File: config.mk
export PLATFORM = sky130hd
export DESIGN_NAME = cmp_arbiter
export DESIGN_NICKNAME = d
export VERILOG_FILES = /design/src/rtl/cmp_arb_pkg.sv /design/src/rtl/cmp_core.sv /design/src/rtl/cmp_arbiter.sv
export SDC_FILE = /design/constraint.sdc
export NUM_CORES = 1
export LEC_CHECK = 0
export BUFFER_PORTS_ARGS = -buffer_cell sky130_fd_sc_hd__buf_2
export CORE_MARGIN = 5
export CORE_UTILIZATION = 51
export CTS_BUF_LIST = sky130_fd_sc_hd__clkbuf_16
export DETAILED_ROUTE_END_ITERATION = 10
export PLACE_DENSITY = 0.92
export SLEW_MARGIN = 5
export SYNTH_ARGS = -nofsm -noshare
export SYNTH_HDL_FRONTEND = slang
export SYNTH_SLANG_ARGS = --single-unit
File: constraint.sdc
create_clock -name clk -period 3 [get_ports clk]
set_input_delay 0.3 -clock clk [delete_from_list [all_inputs] [get_ports clk]]
set_output_delay 0.3 -clock clk [all_outputs]
set_load 0.005 [all_outputs]
File: src/rtl/cmp_arb_pkg.sv
// -----------------------------------------------------------------------------
// cmp_arb_pkg
// Shared definitions for the round-robin compare arbiter:
//   - state_t   : sequencer states (IDLE / CMP / RESP)
//   - N_DEF     : default number of requesters
//   - W_DEF     : default operand width
//   - FLAG_*    : bit positions inside the {greater, lesser, equal} flag vector
//   - next_ptr  : round-robin pointer advance with wrap at n-1
// -----------------------------------------------------------------------------
package cmp_arb_pkg;

    typedef enum logic [1:0] {
        IDLE = 2'd0,
        CMP  = 2'd1,
        RESP = 2'd2
    } state_t;

    localparam int N_DEF = 4;
    localparam int W_DEF = 4;

    // Flag vector layout: {greater, lesser, equal}
    localparam int FLAG_GT = 2;
    localparam int FLAG_LT = 1;
    localparam int FLAG_EQ = 0;
    localparam int FLAG_W  = 3;

    // Pointer advance: winner + 1, wrapping from n-1 back to 0.
    function automatic int next_ptr(input int winner, input int n);
        return (winner >= n - 1) ? 0 : winner + 1;
    endfunction

endpackage

File: src/rtl/cmp_core.sv
// -----------------------------------------------------------------------------
// cmp_core
// Purely combinational W-bit unsigned magnitude comparator.
// Ports:
//   a, b   : operands (unsigned, W bits)
//   flags  : {greater, lesser, equal}; exactly one bit is set for any input
// -----------------------------------------------------------------------------
module cmp_core
    import cmp_arb_pkg::*;
#(
    parameter int W = W_DEF
) (
    input  logic [W-1:0]      a,
    input  logic [W-1:0]      b,
    output logic [FLAG_W-1:0] flags
);

    always_comb begin
        flags          = '0;
        flags[FLAG_GT] = (a > b);
        flags[FLAG_LT] = (a < b);
        flags[FLAG_EQ] = (a == b);
    end

endmodule

File: src/rtl/cmp_arbiter.sv
// -----------------------------------------------------------------------------
// cmp_arbiter
// Round-robin arbiter/sequencer sharing one W-bit magnitude comparator among
// N requesters. One request is served per three cycles at best:
//   IDLE -> grant + latch operands, CMP -> register flags, RESP -> handshake.
// Ports:
//   clk, rst           : rising-edge clock, asynchronous active-high reset
//   req   [N]          : level request per requester
//   a_in  [N*W]        : operand A, requester i in bits [i*W +: W]
//   b_in  [N*W]        : operand B, same packing
//   gnt   [N]          : one-hot grant, one cycle per accepted request
//   rsp_valid          : result (flags + id) valid
//   rsp_ready          : consumer accepts result
//   rsp_id [clog2(N)]  : index of the served requester
//   greater/lesser/equal : registered unsigned compare of the latched operands
// -----------------------------------------------------------------------------
module cmp_arbiter
    import cmp_arb_pkg::*;
#(
    parameter int N = N_DEF,
    parameter int W = W_DEF
) (
    input  logic                 clk,
    input  logic                 rst,
    input  logic [N-1:0]         req,
    input  logic [N*W-1:0]       a_in,
    input  logic [N*W-1:0]       b_in,
    output logic [N-1:0]         gnt,
    output logic                 rsp_valid,
    input  logic                 rsp_ready,
    output logic [$clog2(N)-1:0] rsp_id,
    output logic                 greater,
    output logic                 lesser,
    output logic                 equal
);

    localparam int IDW = $clog2(N);

    state_t state, state_nxt;

    logic [IDW-1:0]    rr_ptr;
    logic [IDW-1:0]    win_id;
    logic              win_found;
    logic [N-1:0]      win_onehot;
    logic [IDW-1:0]    ptr_nxt;

    logic [W-1:0]      a_p0;
    logic [W-1:0]      b_p0;
    logic [FLAG_W-1:0] flags_c;

    logic              grant_en;
    logic              cmp_en;
    logic              rsp_done;

    // Round-robin select: scan requesters starting at rr_ptr, wrapping at N-1,
    // and take the first one with req high.
    always_comb begin
        int k;
        win_found = 1'b0;
        win_id    = '0;
        k         = 0;
        for (int i = 0; i < N; i++) begin
            k = int'(rr_ptr) + i;
            if (k >= N) begin
                k = k - N;
            end
            if (!win_found && req[k]) begin
                win_found = 1'b1;
                win_id    = IDW'(k);
            end
        end
    end

    always_comb begin
        win_onehot         = '0;
        win_onehot[win_id] = 1'b1;
        ptr_nxt            = IDW'(next_ptr(int'(win_id), N));
    end

    // Sequencer state register
    always_ff @(posedge clk or posedge rst) begin
        if (rst) begin
            state <= IDLE;
        end else begin
            state <= state_nxt;
        end
    end

    // Sequencer next state and per-state enables
    always_comb begin
        state_nxt = state;
        grant_en  = 1'b0;
        cmp_en    = 1'b0;
        rsp_done  = 1'b0;
        case (state)
            IDLE: begin
                if (win_found) begin
                    grant_en  = 1'b1;
                    state_nxt = CMP;
                end
            end
            CMP: begin
                cmp_en    = 1'b1;
                state_nxt = RESP;
            end
            RESP: begin
                // rsp_ready only matters while a result is being offered.
                if (rsp_ready) begin
                    rsp_done  = 1'b1;
                    state_nxt = IDLE;
                end
            end
            default: begin
                state_nxt = IDLE;
            end
        endcase
    end

    // Stage p0: grant and operand latch at the IDLE edge
    always_ff @(posedge clk or posedge rst) begin
        if (rst) begin
            gnt    <= '0;
            rsp_id <= '0;
            rr_ptr <= '0;
            a_p0   <= '0;
            b_p0   <= '0;
        end else begin
            // gnt is only ever high for the single cycle spent in CMP.
            gnt <= grant_en ? win_onehot : '0;
            if (grant_en) begin
                a_p0   <= a_in[int'(win_id)*W +: W];
                b_p0   <= b_in[int'(win_id)*W +: W];
                rsp_id <= win_id;
                rr_ptr <= ptr_nxt;
            end
        end
    end

    cmp_core #(
        .W (W)
    ) u_cmp_core (
        .a     (a_p0),
        .b     (b_p0),
        .flags (flags_c)
    );

    // Stage p1: compare result registered at the CMP edge, held through RESP
    always_ff @(posedge clk or posedge rst) begin
        if (rst) begin
            greater   <= 1'b0;
            lesser    <= 1'b0;
            equal     <= 1'b0;
            rsp_valid <= 1'b0;
        end else begin
            if (cmp_en) begin
                greater   <= flags_c[FLAG_GT];
                lesser    <= flags_c[FLAG_LT];
                equal     <= flags_c[FLAG_EQ];
                rsp_valid <= 1'b1;
            end else if (rsp_done) begin
                // Flags deliberately keep their value after the handshake.
                rsp_valid <= 1'b0;
            end
        end
    end

endmodule

==> impl_table.tex <==
\begin{tabular}{lr}
\hline
Metric & Value \\
\hline
\multicolumn{2}{l}{\textbf{Outcome}} \\
Run status & finished, final reports clean \\
\multicolumn{2}{l}{\textbf{Die}} \\
Height of the die & slightly below 60 um \\
Core Region & $\sim$0.0022 mm\^{}2 \\
Standard-cell rows & 17 \\
Count of pins on the block boundary & 49 \\
Die X & 58.5 um \\
Initial cell density of the core & 53.8\% \\
Total Die Area & 0.00343 mm\^{}2 \\
\multicolumn{2}{l}{\textbf{STA}} \\
Slew at the pin closest to its max-slew limit & 900 ps \\
RSZ-0062 raised after global routing & false \\
Worst max-slew margin expressed relative to the limit & 40.0\% \\
Highest attainable clock frequency & 445 MHz \\
Time the worst path needs with I/O delays and setup & 2250 ps \\
Fin worst setup slack & 755 ps \\
Max Clock Skew & roughly 4.7 ps \\
Pins Over Slew Limit & 0 \\
TNS Setup & 0 ps \\
Period Utilization, post-route & 74.8\% \\
Number of hold violations in the final report & 0 \\
Setup-failing EPs final & 0 \\
\multicolumn{2}{l}{\textbf{Power}} \\
Worst IR drop on VDD & 583 uV \\
Reported leakage power & $\sim$0.00084 uW \\
Cell Pwr Density & 963 mW/mm\^{}2 \\
\multicolumn{2}{l}{\textbf{Global route}} \\
Initial antenna violation count & 0 \\
Wire length of the first global-routing pass & 4.77 mm \\
Sum of overflow across all layers after global routing & 0 \\
Total global routing track utilization & a little under a fifth \\
Maximum number of pins on one net before global-route repair & 23 \\
Vias in the first global route & 1097 \\
\multicolumn{2}{l}{\textbf{Final layout}} \\
Layout Nets & 210 \\
Leading cell types in the layout, fill and taps excluded & 48 x sky130\_fd\_sc\_hd\_\_buf\_2, 22 x sky130\_fd\_sc\_hd\_\_dfrtp\_1, 18 x sky130\_fd\_sc\_hd\_\_nand2\_1 \\
Sequential Area & between 500 and 600 um\^{}2 \\
Combined area of the multi-input logic cells & 568 um\^{}2 \\
Ratio of cells with drive above 1 in the final layout & 33.9\% \\
Ant diodes & 0 \\
Fill cell instance count of the final layout & between 150 and 200 \\
Synth-to-layout area growth & 25.7\% \\
Leading cell type in the layout, fill and taps excluded & sky130\_fd\_sc\_hd\_\_buf\_2 \\
\multicolumn{2}{l}{\textbf{Synthesis}} \\
Simple-gate area share of the yosys netlist & 14.9\% \\
Average instance area after synthesis & 10.2 um\^{}2 \\
Part of the Yosys area used for sequential elements & 45.8\% \\
Library cell with the largest summed area after synthesis & sky130\_fd\_sc\_hd\_\_dfrtp\_1 \\
Synthesis warning total & 0 \\
Area share of the largest cell type after synthesis & 45.8\% \\
Fraction of synthesized cell area in xor and xnor cells & 0\% \\
Synth top area cells & sky130\_fd\_sc\_hd\_\_dfrtp\_1 46\%, sky130\_fd\_sc\_hd\_\_mux2i\_1 13\%, sky130\_fd\_sc\_hd\_\_o221ai\_1 5.8\%, sky130\_fd\_sc\_hd\_\_nand2\_1 5.6\%, sky130\_fd\_sc\_hd\_\_ha\_1 5.2\% \\
Number of distinct library cells after synthesis & 26 \\
Area fraction in compound gates after synthesis & between 10\% and 20\% \\
Number of standard cells after synthesis & between 100 and 150 \\
Post-synth net total & 162 \\
Adder-cell share of the synthesized area & under 10\% \\
Fraction of synthesized area in multiplexers & 14.3\% \\
Number of synthesized register bits & 22 \\
Synth Cell Area & around 0.0012 mm\^{}2 \\
Dominant combinational cell family by area after synthesis & simple AND/OR/NAND/NOR gates \\
\multicolumn{2}{l}{\textbf{Clock tree}} \\
Clock transition at the registers of the reported paths & 60 ps \\
Level count of the clock H-tree & 1 \\
Root buffer cell & sky130\_fd\_sc\_hd\_\_clkbuf\_16 \\
Max Root-Sink Buffers & 2 \\
Clock tree from TritonCTS & done \\
Post-cts gate resize count & 0 \\
Num CTS Buffers & 3 \\
Number of buffers inserted by hold repair at cts & 0 \\
CTS sink count & 22 \\
Post-CTS setup-driven buffer insertion count & 0 \\
Worst-Skew Late Latency & 260 ps \\
\multicolumn{2}{l}{\textbf{Hold path}} \\
Min-Delay Path Class & in -> async \\
\multicolumn{2}{l}{\textbf{Detailed routing}} \\
Average wire length per cell after detail routing & 14.8 um \\
Number of design rule violations left after detail routing & 0 \\
Number of iterations in the first detailed-routing pass & 5 \\
DRC marker count from the first detailed-route iteration & 32 \\
Total vias in the final route & about 1100 \\
Via density per instance & about 5.5 \\
Number of routed nets with antenna violations & 0 \\
Wire length after detailed routing & 2.86 mm \\
\multicolumn{2}{l}{\textbf{Job}} \\
Max-capacitance violation count & 0 \\
\multicolumn{2}{l}{\textbf{Critical path}} \\
Register-to-register setup slack & 750 ps \\
Critical path data arrival time & between 2000 and 2500 ps \\
Kind of start point of the critical path & register \\
Critical path peak fanout & 19 \\
Worst setup path class & reg -> reg \\
Element type at the critical path end & register \\
Required time reported for the critical path endpoint & about 3100 ps \\
\multicolumn{2}{l}{\textbf{Placed design}} \\
Half-perimeter wire length after placement & 2.25 mm \\
Final Wtd Congestion & 0.725 \\
Dpl ws & a little under 800 ps \\
Quantity of I/O buffers inserted on ports & 48 \\
\hline
\end{tabular}
final timing paths:
kind / depth (start not counted) / to / from
setup / recovery: 7 / rr_ptr[1] / rr_ptr[0]
hold / removal: 2 / b_p0[0] / rst
setup reg to reg: 7 / rr_ptr[1] / rr_ptr[0]
hold reg to reg: 2 / greater / greater
max in group asynchronous: 2 / rr_ptr[0] / rst
min in group clk: 4 / state[1] / rsp_ready
metal layers:
layer / share of wire, % / track usage [%] / wire length, um
met1: 36 / 19.8 / 1040
met2: 53 / 31.9 / 1520
met3: 9.2 / 5.70 / 264
met4: 1.5 / 8.28 / 43
met5: 0 / 0 / 0
worst max-delay path, stage by stage, from the launching register on:
cell and delay, ps:
sky130_fd_sc_hd__dfrtp_1 420, sky130_fd_sc_hd__nand2b_1 170, sky130_fd_sc_hd__a21oi_1 150, sky130_fd_sc_hd__a211o_1 720, sky130_fd_sc_hd__inv_1 210, sky130_fd_sc_hd__ha_1 350
sky130_fd_sc_hd__nand2_1 60, sky130_fd_sc_hd__nand2_1 50
power by group:
| group | switching [uW] | internal [uW] | leakage (uW) |
|---|---|---|---|
| registers | 83.8 | 432 | 0.000274 |
| clock network | 103 | 178 | 0.0000385 |
| logic | 363 | 295 | 0.000526 |
| total | 550 | 904 | 0.000838 |
final cells by class:
class                           count  area share, %
Clock buffer                        3           4.97
Clock inverter                      1          0.249
Inverter                           10           2.49
Multi-Input combinational cell     81           37.6
Sequential cell                    22           36.5
Tap cell                           28           2.32
Timing Repair Buffer               48           15.9
kinds of logic (layout without fill, tap and decap cells):
kind of cell             count (synthesis)  count (layout)
AND/OR/NAND/NOR                         37              37
AO/OA/AOI/OAI                           22              22
flip-flops                              22              22
multiplexers                            17              17
buffers and inverters                   15              62
adder cells (fa/ha/maj)                  5               5
cells in the mapped netlist (all sizes together):
cell type,instances
o221ai,8
and2,1
nand4,1
nor4,1
dfrtp,22
mux2i,16
inv,10
ha,5
a211o,1
or3,1
o32a,1
a21o,2
o21ai,4
nor2b,2
nand2,18
nand2b,6
mux2,1
nor2,5
buf,4
clkbuf,1
a21oi,6
nor3,2
sequential cells by signal, summed over array words and instances, names as in the netlist:
signal and count:
rr_ptr 2, state 2, rsp_valid 1, a_p0 4, equal 1, lesser 1, greater 1, gnt 4
rsp_id 2, b_p0 4
metrics by stage:
| stage | hold WS [ps] | std cells | instance area, um^2 | util [%] | total power (uW) |
|---|---|---|---|---|---|
| after global routing | 315 | 193 | 1510 | 67.6 | 1570 |
| after floorplan | 289 | 118 | 1200 | - | 1010 |
| after CTS | 232 | 193 | 1510 | 67.6 | 1460 |
| after detailed placement | 468 | 189 | 1430 | 64.1 | 1170 |
| final | 197 | 193 | 1510 | 67.6 | 1450 |
| after global placement | 456 | 189 | 1430 | 64.1 | 1110 |
No activity file was read; power rests on OpenSTA's default activity.
